**src/rtl/gpu_pixel_sink.sv**
```systemverilog
// Purpose : pixel stream sink that buffers pixels and turns them into framebuffer SRAM writes.
// Latency : first request 2 cycles after the pixel is sampled (pop, then address calc); 1 pixel / 2 cycles sustained.
// Backpress: none toward the gpu core; a pixel arriving while the FIFO is full (and not popping) is dropped and counted.
//
// Ports:
//   clk, n_rst                      clock, synchronous active-low reset
//   x_i, y_i, r_i, g_i, b_i         pixel coordinate and colour, qualified by data_avail_i
//   mem_req_o/mem_addr_o/mem_wdata_o write request held until mem_ack_i
//   ovf_clr_i, overflow_o, drop_cnt_o sticky overflow flag and saturating drop counter
//   fifo_count_o, idle_o            buffer occupancy and quiescence status
//
// Build option: define PIXEL_CLIP_EN to discard off-screen pixels in CALC instead of
// writing them at a wrapped address.
module gpu_pixel_sink #(
    parameter int WIDTH_BITS    = 10,
    parameter int HEIGHT_BITS   = 9,
    parameter int CHANNEL_BITS  = 8,
    parameter int SCREEN_WIDTH  = 640,
    parameter int SCREEN_HEIGHT = 480,
    parameter int ADDR_BITS     = 19,
    parameter int FIFO_DEPTH    = 8
) (
    input  logic                          clk,
    input  logic                          n_rst,
    input  logic [WIDTH_BITS-1:0]         x_i,
    input  logic [HEIGHT_BITS-1:0]        y_i,
    input  logic [CHANNEL_BITS-1:0]       r_i,
    input  logic [CHANNEL_BITS-1:0]       g_i,
    input  logic [CHANNEL_BITS-1:0]       b_i,
    input  logic                          data_avail_i,
    output logic                          mem_req_o,
    output logic [ADDR_BITS-1:0]          mem_addr_o,
    output logic [3*CHANNEL_BITS-1:0]     mem_wdata_o,
    input  logic                          mem_ack_i,
    input  logic                          ovf_clr_i,
    output logic                          overflow_o,
    output logic [15:0]                   drop_cnt_o,
    output logic [$clog2(FIFO_DEPTH):0]   fifo_count_o,
    output logic                          idle_o
);

    localparam int PTR_W = $clog2(FIFO_DEPTH);
    localparam int CNT_W = PTR_W + 1;
    localparam int ENT_W = WIDTH_BITS + HEIGHT_BITS + 3 * CHANNEL_BITS;

    // Elaboration-time sanity check on the geometry parameters.
    if (FIFO_DEPTH < 2 || (FIFO_DEPTH & (FIFO_DEPTH - 1)) != 0 || SCREEN_HEIGHT < 1)
    begin : g_param_check
        $error("gpu_pixel_sink: FIFO_DEPTH must be a power of two >= 2 and SCREEN_HEIGHT >= 1");
    end

    typedef enum logic [1:0] {
        ST_IDLE,
        ST_CALC,
        ST_REQ
    } state_e;

    // ------------------------------------------------------------------
    // Pixel FIFO
    // ------------------------------------------------------------------
    logic [ENT_W-1:0] fifo_mem_q [FIFO_DEPTH];
    logic [PTR_W-1:0] wr_ptr_q, wr_ptr_d;
    logic [PTR_W-1:0] rd_ptr_q, rd_ptr_d;
    logic [CNT_W-1:0] count_q, count_d;

    logic fifo_full, fifo_empty;
    logic push, pop, drop;

    assign fifo_full  = (count_q == CNT_W'(FIFO_DEPTH));
    assign fifo_empty = (count_q == '0);

    // A pop on the same edge frees a slot, so a full FIFO still accepts the pixel.
    assign push = data_avail_i && (!fifo_full || pop);
    assign drop = data_avail_i && fifo_full && !pop;

    always_comb begin
        wr_ptr_d = wr_ptr_q;
        rd_ptr_d = rd_ptr_q;
        count_d  = count_q;
        if (push) wr_ptr_d = wr_ptr_q + PTR_W'(1);
        if (pop)  rd_ptr_d = rd_ptr_q + PTR_W'(1);
        case ({push, pop})
            2'b10:   count_d = count_q + CNT_W'(1);
            2'b01:   count_d = count_q - CNT_W'(1);
            default: count_d = count_q;
        endcase
    end

    // Storage needs no reset: occupancy is tracked by the pointers/count.
    always_ff @(posedge clk) begin
        if (push) fifo_mem_q[wr_ptr_q] <= {x_i, y_i, r_i, g_i, b_i};
    end

    // ------------------------------------------------------------------
    // Write FSM and datapath
    // ------------------------------------------------------------------
    state_e state_q, state_d;

    logic [ENT_W-1:0]          pix_q, pix_d;
    logic [ADDR_BITS-1:0]      mem_addr_q, mem_addr_d;
    logic [3*CHANNEL_BITS-1:0] mem_wdata_q, mem_wdata_d;
    logic                      calc_en;

    logic [WIDTH_BITS-1:0]     pix_x;
    logic [HEIGHT_BITS-1:0]    pix_y;
    logic [CHANNEL_BITS-1:0]   pix_r, pix_g, pix_b;

    assign {pix_x, pix_y, pix_r, pix_g, pix_b} = pix_q;

`ifdef PIXEL_CLIP_EN
    logic offscreen;
    assign offscreen = (32'(pix_x) >= 32'(SCREEN_WIDTH)) ||
                       (32'(pix_y) >= 32'(SCREEN_HEIGHT));
`endif

    always_comb begin
        state_d = state_q;
        pop     = 1'b0;
        calc_en = 1'b0;
        case (state_q)
            ST_IDLE: begin
                if (!fifo_empty) begin
                    pop     = 1'b1;
                    state_d = ST_CALC;
                end
            end
            ST_CALC: begin
`ifdef PIXEL_CLIP_EN
                // Off-screen pixels skip the request and chain straight to the next pixel.
                if (offscreen) begin
                    if (!fifo_empty) begin
                        pop     = 1'b1;
                        state_d = ST_CALC;
                    end else begin
                        state_d = ST_IDLE;
                    end
                end else begin
                    calc_en = 1'b1;
                    state_d = ST_REQ;
                end
`else
                calc_en = 1'b1;
                state_d = ST_REQ;
`endif
            end
            ST_REQ: begin
                if (mem_ack_i) begin
                    if (!fifo_empty) begin
                        pop     = 1'b1;
                        state_d = ST_CALC;
                    end else begin
                        state_d = ST_IDLE;
                    end
                end
            end
            default: state_d = ST_IDLE;
        endcase
    end

    always_comb begin
        pix_d       = pix_q;
        mem_addr_d  = mem_addr_q;
        mem_wdata_d = mem_wdata_q;
        if (pop) pix_d = fifo_mem_q[rd_ptr_q];
        if (calc_en) begin
            // Linear address wraps to ADDR_BITS when the coordinates are out of range.
            mem_addr_d  = ADDR_BITS'(32'(pix_y) * 32'(SCREEN_WIDTH) + 32'(pix_x));
            mem_wdata_d = {pix_r, pix_g, pix_b};
        end
    end

    // ------------------------------------------------------------------
    // Overflow flag and drop counter
    // ------------------------------------------------------------------
    logic        overflow_q, overflow_d;
    logic [15:0] drop_cnt_q, drop_cnt_d;

    always_comb begin
        overflow_d = overflow_q;
        drop_cnt_d = drop_cnt_q;
        if (drop) begin
            // A drop coinciding with a clear restarts the count at one.
            overflow_d = 1'b1;
            if (ovf_clr_i)
                drop_cnt_d = 16'd1;
            else if (drop_cnt_q != 16'hFFFF)
                drop_cnt_d = drop_cnt_q + 16'd1;
        end else if (ovf_clr_i) begin
            overflow_d = 1'b0;
            drop_cnt_d = 16'd0;
        end
    end

    // ------------------------------------------------------------------
    // State registers
    // ------------------------------------------------------------------
    always_ff @(posedge clk) begin
        if (!n_rst) begin
            state_q     <= ST_IDLE;
            wr_ptr_q    <= '0;
            rd_ptr_q    <= '0;
            count_q     <= '0;
            pix_q       <= '0;
            mem_addr_q  <= '0;
            mem_wdata_q <= '0;
            overflow_q  <= 1'b0;
            drop_cnt_q  <= 16'd0;
        end else begin
            state_q     <= state_d;
            wr_ptr_q    <= wr_ptr_d;
            rd_ptr_q    <= rd_ptr_d;
            count_q     <= count_d;
            pix_q       <= pix_d;
            mem_addr_q  <= mem_addr_d;
            mem_wdata_q <= mem_wdata_d;
            overflow_q  <= overflow_d;
            drop_cnt_q  <= drop_cnt_d;
        end
    end

    assign mem_req_o    = (state_q == ST_REQ);
    assign mem_addr_o   = mem_addr_q;
    assign mem_wdata_o  = mem_wdata_q;
    assign overflow_o   = overflow_q;
    assign drop_cnt_o   = drop_cnt_q;
    assign fifo_count_o = count_q;
    assign idle_o       = fifo_empty && (state_q == ST_IDLE);

endmodule

```
**config.mk**
```make
export PLATFORM = sky130hd
export DESIGN_NAME = gpu_pixel_sink
export DESIGN_NICKNAME = d
export VERILOG_FILES = /design/src/rtl/gpu_pixel_sink.sv
export SDC_FILE = /design/constraint.sdc
export NUM_CORES = 1
export LEC_CHECK = 0
export CORE_UTILIZATION = 35
export CTS_BUF_LIST = sky130_fd_sc_hd__clkbuf_8
export CTS_CLUSTER_DIAMETER = 120
export DETAILED_ROUTE_END_ITERATION = 7
export SYNTH_ARGS = -nofsm -noshare
export SYNTH_HDL_FRONTEND = slang
export SYNTH_SLANG_ARGS = --single-unit
```
**constraint.sdc**
```tcl
create_clock -name clk -period 7.25 [get_ports clk]
set_input_delay 1.0875 -clock clk [delete_from_list [all_inputs] [get_ports clk]]
set_output_delay 1.0875 -clock clk [all_outputs]
set_load 0.01 [all_outputs]
```
==> summary.md, run 1 <==
## Status
- result of the run: completed

## Placed design
- dpl cells: 1817
- final weighted congestion in routability-driven placement: 0.7396
- post-detailed-placement cell area: 20010 um^2
- quantity of I/O buffers inserted on ports: 113
- post-DP HPWL: 21070 um
- Post-Place Worst Slack: 3.270 ns

## Timing
- worst relative slew slack: 0.3400
- crit path time final: 3.380 ns
- setup slack after layout: 3.870 ns
- Final TNS setup: 0 ns
- fin crit share: 0.4661
- worst-margin pin slew: 0.9900 ns
- highest attainable clock frequency: 295.9 MHz
- clock tree skew after final layout: 0.02645 ns
- worst hold slack across all endpoints: 0.4636 ns
- endpoints failing setup: 0
- final hold violation count: 0
- max-slew violation total from the final report: 0
- unrepaired setup endpoints after global routing: no

## Clock tree
- post-cts repair resize count: 0
- Root Buffer: clkbuf_8
- CTS tree: built
- clock network latency to the later pin of the worst-skew pair: 0.63 ns
- maximum level of the CTS H-tree: 3
- Max clock buf depth: 3
- CTS hold repair buffers: 0
- number of clock sinks: 459
- number of buffers inserted to repair setup after CTS: 0
- number of CTS-inserted buffers: 77
- clock transition at the register clock pins on the worst setup and hold paths after CTS: 0.06 ns

## Synthesis
- flip-flop and latch count after synthesis: 459
- count of mapped cells out of synthesis: 1073
- Async S/R FF share, synth: 0
- synthesized area per cell: 16.86 um^2
- sequential element share of the synthesized area: 0.6984
- total standard cell area after synthesis: 18090 um^2
- count of warnings emitted by yosys: 0
- most frequently used flop master after synthesis: edfxtp_1
- number of nets in the synthesized netlist: 1147
- unique cell type count in the Yosys netlist: 59
- number of enable flip-flop cells after synthesis: 344

## Setup path
- arrival time at the worst endpoint: 3.92 ns
- CP Launch Type: primary input
- kind of capture point of the worst setup path: register
- type of the worst setup path: in2reg
- required time of the critical path: 7.79 ns
- critical path fanouts, max: 7

## Power and ir drop
- peak ir drop on the vdd network: 0.1843 mV
- total power per unit cell area: 332.7 nW/um^2
- final total power: 7.139 mW
- static leakage: 7.418 nW

## Floorplan
- die area: 52590 um^2
- core area: 50580 um^2
- starting utilization of the core area: 0.3576
- die width: 229.3 um
- # rows: 82
- count of pins on the block boundary: 114
- Die Ht: 229.3 um

## Finish
- final core utilization: 0.4243
- most used cells in the layout excluding fill and tap cells: 344 x edfxtp_1, 132 x nand2_1, 112 x dfxtp_1, 112 x clkdlybuf4s50_1
- growth of design area from synthesis to finish: 18.64%
- leading cell type in the layout, fill and taps excluded: edfxtp_1
- final layout net count: 1298
- post-route non-filler standard cell count: 1962
- layout cells sized above 1: 0.1746
- area of all placed cells without fillers: 21460 um^2

## Detailed routing
- number of search-and-repair iterations in the first detailed-routing pass: 5
- detailed-route via count: 9577
- starting DRC count in detailed routing: 574
- Post-DRT Antenna Nets: 0
- drt total wl: 37610 um
- via density per instance: 4.881
- detailed-route DRC error count: 0
- average routed wire per standard cell: 19.17 um

## Global route
- largest net degree at the start of global routing: 84
- number of antenna violations at the first check in global routing: 3
- All-Layer GR Usage: 0.1448
- via count of the first global-routing pass: 9987
- residual overflow from global routing: 0
- wire length of the first global-routing pass: 58350 um

## Hold path
- worst min-delay path class: reg2reg

## Job
- max-cap violations: 0

-- logic make-up (layout without fill, tap and decap cells) --
kind of cell,Yosys count,count (layout),synth area share
xor gates and xnor gates,28,28,0.01356
DFF,459,459,0.6984
muxes,130,130,0.1314
and+or+nand+nor,224,224,0.05672
AOI/OAI and AO/OA,136,136,0.06482
adders and majority gates,26,26,0.01923
other,0,1,0
buffers and inverters,70,286,0.01584
-- synthesized netlist by cell type (all sizes together) (4+ instances only) --
cell type / instances / area (um^2)
nor2: 27 / 101.4
nand3: 5 / 30.03
xor2: 18 / 157.7
inv: 12 / 45.04
nand2: 132 / 495.5
nand4: 6 / 37.54
o21ai: 12 / 63.81
clkbuf: 30 / 112.6
a21boi: 36 / 270.3
edfxtp: 344 / 10330
mux4: 86 / 1937
mux2i: 44 / 440.4
nand2b: 4 / 25.02
dfxtp: 115 / 2302
a21oi: 8 / 40.04
xnor2: 10 / 87.58
and3: 4 / 25.02
nor2b: 11 / 68.82
nor4: 5 / 43.79
and2: 12 / 75.07
buf: 27 / 125.1
ha: 23 / 287.8
o211a: 48 / 480.5
nor3: 9 / 50.05
o21a: 5 / 37.54
-- cell type report --
cell class	instances	area [um^2]
Clock buffer	86	1184
Inverter	13	48.80
Timing Repair Buffer	129	1249
Clock inverter	58	259.0
Tap cell	672	840.8
Multi-Input combinational cell	544	5233
Sequential cell	459	12640
Fill cell	4539	29120
Antenna cell	1	2.502
-- final timing paths --
check | slack [ns] | from | depth (start not counted) | endpoint
max | 3.87 | mem_ack_i | 12 | fifo_count_o[3]$_SDFFE_PN0P_
min | 0.46 | mem_wdata_o[3]$_SDFFE_PN0N_ | 2 | mem_wdata_o[3]$_SDFFE_PN0N_
max reg2reg | 4.40 | pix_q[25]$_SDFFE_PN0N_ | 9 | mem_addr_o[17]$_SDFFE_PN0N_
min reg2reg | 0.46 | mem_wdata_o[3]$_SDFFE_PN0N_ | 2 | mem_wdata_o[3]$_SDFFE_PN0N_
-- routing by layer --
metal | global-route usage | part of all wire | vias up
li1 | - | - | 4489
met2 | 0.2299 | 0.46 | 238
met1 | 0.1959 | 0.47 | 4782
met3 | 0.03362 | 0.050 | 64
met5 | 0 | 0.00072 | -
met4 | 0.04771 | 0.021 | 4
-- where the power goes --
part	leakage (nW)	internal (mW)	switching, mW
Clock	0.891	1.10	1.02
Combinational	2.46	0.836	0.942
Sequential	4.07	3.06	0.188
-- state kept, by name (all words and copies together), names as in the netlist --
signal / flops
fifo_count_o: 4
mem_wdata_o: 24
fifo_mem_q: 344
wr_ptr_q: 3
rd_ptr_q: 3
drop_cnt_o: 16
pix_q: 43
mem_addr_o: 19
state_q: 2
overflow_o: 1
-- worst max-delay path, cell delays in order --
cell             delay (ns)
clkdlybuf4s50_1        0.53
nor2b_1                0.12
o211ai_1               0.16
and2_1                 0.23
clkinv_1               0.28
ha_1                   0.33
ha_1                   0.28
a21o_1                 0.17
a21oi_1                0.18
xnor2_1                0.09
or3_1                  0.30
a21boi_0               0.15
Note: power is estimated with default switching activity, not from simulation.
==> run 2, diff against run 1 <==
==> constraint.sdc (replaced) <==
create_clock -name clk -period 2.9 [get_ports clk]
set_input_delay 0.435 -clock clk [delete_from_list [all_inputs] [get_ports clk]]
set_output_delay 0.435 -clock clk [all_outputs]
set_load 0.01 [all_outputs]
==> run 2 against run 1 <==
Against the previous run:
- setup slack got worse by 3.6 ns
- global-route usage rose by 0.37 points
- critical path depth fell by 2
- combinational power rose to 2.6 times the previous value
- clock power rose to 2.7 times the previous value
- count of clock-buffer cells in the layout rose by 2
- flip-flop and latch count did not move
- critical path type is now reg2reg
==> summary.md, run 2 (synthesis results as in run 1) <==
## Hold path
- Min-Delay Startpoint: n_rst
- endpoint of the worst hold-timing path: drop_cnt_o[1]$_SDFFE_PN0P_
- worst hold path stage count: 2, unchanged
- worst min-delay path class: in2reg

## Setup path
- required time of the critical path: 3.41 ns, -4.38 ns
- reg-to-reg startpoint: pix_q[25]$_SDFFE_PN0N_
- arrival time at the worst endpoint: 3.17 ns, -0.75 ns
- critical path's most frequent cell: ha_1
- cell depth of the worst flop-to-flop path: 10, +1
- cells along the critical path: ha_1, ha_1, fa_1, a211oi_1, buf_4, o21bai_1, a211o_1, and2_1, xor2_1, a21oi_1
- critical path fanouts, max: 4, -3
- CP peak stage delay: 0.43 ns, -0.10 ns
- standard cell with the maximum stage delay on the critical path: fa_1
- CP Launch Type: register
- slack of the worst reg-to-reg path: 0.24 ns, -4.16 ns
- kind of capture point of the worst setup path: register
- type of the worst setup path: reg2reg
- terminus of the critical flop-to-flop path: mem_addr_o[16]$_SDFFE_PN0N_

## Power and ir drop
- part of the total power dissipated in sequential elements: 0.439, -0.015
- sw power: 5.432 mW, +150%
- clock network fraction of total power: 0.306, +0.009
- internal power consumption: 12.95 mW, +160%
- switching share of total power: 0.2954, -0.005829
- total power per unit cell area: 836.0 nW/um^2, +150%
- static leakage: 7.547 nW, +1.7%
- peak ir drop on the vdd network: 0.4507 mV, +140%
- logic gate share of total power: 0.254, +0.005

## Detailed routing
- average routed wire per standard cell: 19.28 um, +0.58%
- number of search-and-repair iterations in the first detailed-routing pass: 5, unchanged
- detailed-route via count: 9695, +1.2%
- starting DRC count in detailed routing: 608, +5.9%
- detailed-route DRC error count: 0, unchanged
- via density per instance: 4.894, +0.26%
- drt total wl: 38190 um, +1.6%
- Post-DRT Antenna Nets: 0, unchanged

## Clock tree
- number of buffers inserted to repair setup after CTS: 0, unchanged
- Max clock buf depth: 3, unchanged
- CTS hold repair buffers: 0, unchanged
- CTS tree: built
- number of CTS-inserted buffers: 78, +1.3%
- maximum level of the CTS H-tree: 3, unchanged
- number of clock sinks: 459, unchanged
- post-cts repair resize count: 0, unchanged
- Root Buffer: clkbuf_8
- clock transition at the register clock pins on the worst setup and hold paths after CTS: 0.06 ns, about the same
- clock network latency to the later pin of the worst-skew pair: 0.63 ns, about the same

## Timing
- clock tree skew after final layout: 0.02642 ns, -0.00002950 ns
- crit path time final: 2.664 ns
- highest attainable clock frequency: 375.4 MHz
- max-slew violation total from the final report: 0, unchanged
- endpoints failing setup: 0, unchanged
- final hold violation count: 0, unchanged
- worst relative slew slack: 0.4868, +0.1468
- Final TNS setup: 0 ns, unchanged
- worst-margin pin slew: 0.7699 ns, -0.2202 ns
- unrepaired setup endpoints after global routing: no
- fin crit share: 0.9186

## Finish
- layout cells sized above 1: 0.1994, +0.02483
- Largest register FFs: 344, unchanged
- most used cells in the layout excluding fill and tap cells: 344 x edfxtp_1, 132 x nand2_1, 112 x dfxtp_1, 112 x clkdlybuf4s50_1, 88 x clkbuf_8
- leading cell type in the layout, fill and taps excluded: edfxtp_1
- final layout net count: 1320, +1.7%
- number of inserted diodes: 0, -1
- growth of design area from synthesis to finish: 21.60%
- Reg with most FFs: fifo_mem_q
- post-route non-filler standard cell count: 1981, +0.97%

## Floorplan
- count of pins on the block boundary: 114, unchanged
- # rows: 82, unchanged
- die width: 229.3 um, unchanged
- core area: 50580 um^2, unchanged
- starting utilization of the core area: 0.3576, unchanged
- die area: 52590 um^2, unchanged
- Die Ht: 229.3 um, unchanged

## Global route
- wire length of the first global-routing pass: 59530 um, +2.0%
- via count of the first global-routing pass: 10059, +0.72%
- residual overflow from global routing: 0, unchanged
- All-Layer GR Usage: 0.1486, +0.003735
- largest net degree at the start of global routing: 67, -20%
- number of antenna violations at the first check in global routing: 3, unchanged

## Status
- result of the run: completed

## Placed design
- final weighted congestion in routability-driven placement: 0.7256, -1.9%
- dpl cells: 1838, +1.2%
- post-DP HPWL: 22740 um, +7.9%
- quantity of I/O buffers inserted on ports: 113, unchanged

## Job
- max-cap violations: 0, unchanged

[run 2: changes by cell type in the layout (fill, tap and decap cells not counted), sizes merged]
cell / before / now
buf: 17 / 38
bufinv: 0 / 3
clkbuf: 86 / 88
clkinv: 10 / 24
clkinvlp: 2 / 5
diode: 1 / 0
inv: 59 / 36
[run 2: layout make-up]
| type | instances | area [um^2] |
|---|---|---|
| clock buffers | 88 | 1211 |
| repair buffers | 150 | 1644 |
| flip-flops and latches | 459 | 12640 |
| multi-input cells | 544 | 5279 |
| fillers | 4479 | 28590 |
| inverters | 13 | 50.05 |
| clock inverters | 55 | 325.3 |
| well taps | 672 | 840.8 |
[run 2: critical path: cells and delay by family (launching register included)]
| kind | cells | cell delay, ns |
|---|---|---|
| compound gates | 4 | 0.73 |
| xor+xnor | 1 | 0.16 |
| fa+ha+maj | 3 | 0.97 |
| buf+inv | 1 | 0.16 |
| flops | 1 | 0.34 |
| simple gates | 1 | 0.18 |
[run 2: routing by layer]
metal / part of all wire / global-route usage / wire (um) / vias up
met1: 0.46 / 0.1974 / 17710 / 4903
li1: - / - / - / 4527
met5: 0.00099 / 0 / 38 / -
met2: 0.47 / 0.2366 / 17970 / 198
met3: 0.048 / 0.03785 / 1843 / 61
met4: 0.017 / 0.05083 / 632 / 6
[run 2: stage by stage]
| stage | hold slack [ns] | total power [mW] | util | cell area [um^2] | worst slack (ns) |
|---|---|---|---|---|---|
| 2_1_floorplan | 0.4411 | 11.33 | - | 18120 | -0.3693 |
| 3_3_place_gp | 0.4506 | 12.90 | 0.4042 | 20440 | -0.0006544 |
| 3_5_place_dp | 0.4566 | 12.97 | 0.4042 | 20440 | 0.02879 |
| 4_1_cts | 0.2146 | 18.67 | 0.4346 | 21980 | 0.1577 |
| 5_1_grt | 0.2491 | 19.45 | 0.4348 | 21990 | 0.02981 |
| 6_report | 0.2590 | 18.39 | 0.4348 | 21990 | 0.2361 |
[run 2: power groups by stage]
stage | Clock, mW | Sequential [mW] | Combinational (mW)
after floorplan | 0 | 8.06 | 3.27
after global placement | 0 | 8.21 | 4.69
after detailed placement | 0 | 8.22 | 4.75
after CTS | 5.82 | 8.09 | 4.77
after global routing | 6.11 | 8.16 | 5.18
final | 5.63 | 8.08 | 4.67
[run 2: worst max-delay path by stage]
stage                            from                           end  slack (ns)  cells after the start
5_1_grt        pix_q[25]$_SDFFE_PN0N_   mem_addr_o[17]$_SDFFE_PN0N_        0.03                      9
2_1_floorplan               mem_ack_i    fifo_mem_q[7][0]$_DFFE_PP_       -0.37                      5
6_report       pix_q[25]$_SDFFE_PN0N_   mem_addr_o[16]$_SDFFE_PN0N_        0.24                     10
4_1_cts        pix_q[25]$_SDFFE_PN0N_   mem_addr_o[17]$_SDFFE_PN0N_        0.16                      9
3_5_place_dp                mem_ack_i  fifo_count_o[3]$_SDFFE_PN0P_        0.03                     12
3_3_place_gp                mem_ack_i  fifo_count_o[3]$_SDFFE_PN0P_     -0.0007                     12
==> run 3, diff against run 2 <==
--- a/config.mk
+++ b/config.mk
@@ -5,10 +5,12 @@
 export SDC_FILE = /design/constraint.sdc
 export NUM_CORES = 1
 export LEC_CHECK = 0
-export CORE_UTILIZATION = 35
+export CORE_UTILIZATION = 34
 export CTS_BUF_LIST = sky130_fd_sc_hd__clkbuf_8
 export CTS_CLUSTER_DIAMETER = 120
 export DETAILED_ROUTE_END_ITERATION = 7
+export GPL_TIMING_DRIVEN = 0
+export PLACE_DENSITY = 0.62
 export SYNTH_ARGS = -nofsm -noshare
 export SYNTH_HDL_FRONTEND = slang
 export SYNTH_SLANG_ARGS = --single-unit
==> run 3 against run 2 <==
Against the previous run:
- clock power fell by 0.9%
- critical path type unchanged
- wire length rose by 8.6%
- die area rose by 2.9%
- largest cell class unchanged
- largest power group unchanged
==> summary.md, run 3 (synthesis results as in run 1) <==
## Power and ir drop
- total power per unit cell area: 839.9 nW/um^2, +0.47%
- static leakage: 7.637 nW, +1.2%
- switching share of total power: 0.3092, +0.01379
- internal power consumption: 12.88 mW, -0.60%
- logic gate share of total power: 0.273, +0.019
- clock network fraction of total power: 0.299, -0.007
- sw power: 5.765 mW, +6.1%
- part of the total power dissipated in sequential elements: 0.427, -0.012
- peak ir drop on the vdd network: 0.3415 mV, -24%

## Timing
- final hold violation count: 0, unchanged
- worst relative slew slack: 0.3520, -0.1348
- setup slack after layout: 0.2183 ns, -0.01782 ns
- max-slew violation total from the final report: 0, unchanged
- worst-margin pin slew: 0.9721 ns, +0.2022 ns
- unrepaired setup endpoints after global routing: no
- clock tree skew after final layout: 0.03581 ns, +0.009393 ns
- endpoints failing setup: 0, unchanged
- highest attainable clock frequency: 372.9 MHz, -0.66%
- fin crit share: 0.9247, +0.006144
- crit path time final: 2.682 ns, +0.01782 ns

## Finish
- leading cell type in the layout, fill and taps excluded: edfxtp_1
- growth of design area from synthesis to finish: 22.71%
- most used cells in the layout excluding fill and tap cells: 344 x edfxtp_1, 132 x nand2_1, 113 x dfxtp_1, 113 x clkdlybuf4s50_1, 92 x clkbuf_8
- Reg with most FFs: fifo_mem_q
- area of all placed cells without fillers: 22200 um^2, +0.92%
- post-route non-filler standard cell count: 2036, +2.8%
- total of fill cells in the finished design: 4672, +4.3%
- Largest register FFs: 344, unchanged
- layout cells sized above 1: 0.1907, -0.008736
- number of inserted diodes: 0, unchanged
- final layout net count: 1359, +3.0%

## Job
- max-cap violations: 0, unchanged

## Setup path
- kind of capture point of the worst setup path: register
- CP Launch Type: register
- type of the worst setup path: reg2reg
- critical path fanouts, max: 19, +15
- arrival time at the worst endpoint: 3.22 ns, +0.05 ns
- cells along the critical path: or3_1, nor2_1, nor3_1, buf_4, ha_1, ha_1, a21o_1, a21oi_1, xnor2_1, or3_1, a21boi_0
- standard cell with the maximum stage delay on the critical path: or3_1
- required time of the critical path: 3.44 ns, +0.03 ns
- CP peak stage delay: 0.41 ns, -0.02 ns

## Detailed routing
- Post-DRT Antenna Nets: 0, unchanged
- drt total wl: 41480 um, +8.6%
- average routed wire per standard cell: 20.37 um, +5.7%
- starting DRC count in detailed routing: 736, +21%
- via density per instance: 4.977, +1.7%
- number of search-and-repair iterations in the first detailed-routing pass: 5, unchanged
- detailed-route via count: 10134, +4.5%
- detailed-route DRC error count: 0, unchanged

## Floorplan
- core area: 52550 um^2, +3.9%
- die width: 232.6 um, +1.4%
- die area: 54120 um^2, +2.9%
- starting utilization of the core area: 0.3442, -0.01340
- # rows: 84, +2.4%
- Die Ht: 232.6 um, +1.4%
- count of pins on the block boundary: 114, unchanged

## Placed design
- dpl cells: 1893, +3.0%
- post-detailed-placement cell area: 20580 um^2, +0.65%
- Post-Place Worst Slack: -0.7536 ns, -0.7824 ns
- post-DP HPWL: 26810 um, +18%
- quantity of I/O buffers inserted on ports: 113, unchanged
- final weighted congestion in routability-driven placement: 0.7780, +7.2%

## Clock tree
- maximum level of the CTS H-tree: 3, unchanged
- clock network latency to the later pin of the worst-skew pair: 0.65 ns, +0.02 ns
- Max clock buf depth: 3, unchanged
- Root Buffer: clkbuf_8
- clock transition at the register clock pins on the worst setup and hold paths after CTS: 0.06 ns, about the same
- number of CTS-inserted buffers: 76, -2.6%
- number of clock sinks: 459, unchanged
- CTS hold repair buffers: 0, unchanged
- CTS tree: built

## Global route
- All-Layer GR Usage: 0.1560, +0.007448
- via count of the first global-routing pass: 10366, +3.1%
- residual overflow from global routing: 0, unchanged
- number of antenna violations at the first check in global routing: 2, -1
- wire length of the first global-routing pass: 62680 um, +5.3%
- largest net degree at the start of global routing: 25, -63%

## Hold path
- worst min-delay path class: reg2reg

## Status
- result of the run: completed

## run 3: path summary, 6_finish.rpt
check,slack [ns],cells after the start,end,start
setup / recovery,0.22,11,fifo_count_o[3]$_SDFFE_PN0P_,fifo_count_o[0]$_SDFFE_PN0P_
hold / removal,0.46,2,mem_wdata_o[9]$_SDFFE_PN0N_,mem_wdata_o[9]$_SDFFE_PN0N_
setup reg to reg,0.22,11,fifo_count_o[3]$_SDFFE_PN0P_,fifo_count_o[0]$_SDFFE_PN0P_
hold reg to reg,0.46,2,mem_wdata_o[9]$_SDFFE_PN0N_,mem_wdata_o[9]$_SDFFE_PN0N_
## run 3: power groups by stage
stage	logic, mW	registers, mW	clock network (mW)
floorplan	3.27	8.06	0
global placement	4.93	8.09	0
detailed placement	5.07	8.10	0
CTS	5.09	7.97	5.72
global route	5.59	8.02	5.99
finish	5.09	7.97	5.58
## run 3: layout make-up
type                       instances  area [um^2]  area share
sequential                       459        12630      0.5693
multi-input combinational        544         5321      0.2398
timing repair buffer             135         1568     0.07064
clock buffer                      92         1266     0.05705
tap                              688        860.8     0.03878
clock inverter                    49        256.5     0.01156
buffer                            56        236.5     0.01065
inverter                          13        51.30    0.002311
## run 3: stage by stage
| step | hold WS (ns) | utilization | setup TNS, ns | power (mW) |
|---|---|---|---|---|
| final | 0.4643 | 0.4224 | 0 | 18.64 |
| after global routing | 0.4899 | 0.4224 | 0 | 19.61 |
| after CTS | 0.4698 | 0.4210 | 0 | 18.78 |
| after detailed placement | 0.4656 | 0.3916 | -44.10 | 13.17 |
| after global placement | 0.4563 | 0.3828 | -962.85 | 13.02 |
| after floorplan | 0.4411 | - | -91.98 | 11.33 |
## run 3: worst max-delay path: cells and delay by family (launching register included)
kind	cells	cell delay [ns]
AOI/OAI and AO/OA	3	0.50
xor gates and xnor gates	1	0.09
adders and majority gates	2	0.54
buffers and inverters	1	0.23
DFF	1	0.37
and+or+nand+nor	4	0.86
## run 3: metal layers
layer / track usage / vias up / routed length, um
met1: 0.2123 / 5162 / 18990
met5: 0 / - / 12
li1: - / 4611 / -
met3: 0.03824 / 74 / 2519
met2: 0.2456 / 285 / 19130
met4: 0.04800 / 2 / 826
## run 3: timing repair
action	CTS	global route
pin swaps	2	5
buffers inserted	1	2
gates cloned	0	0
gates resized for setup	3	14
hold endpoints to repair	0	0
setup endpoints to repair	5	21
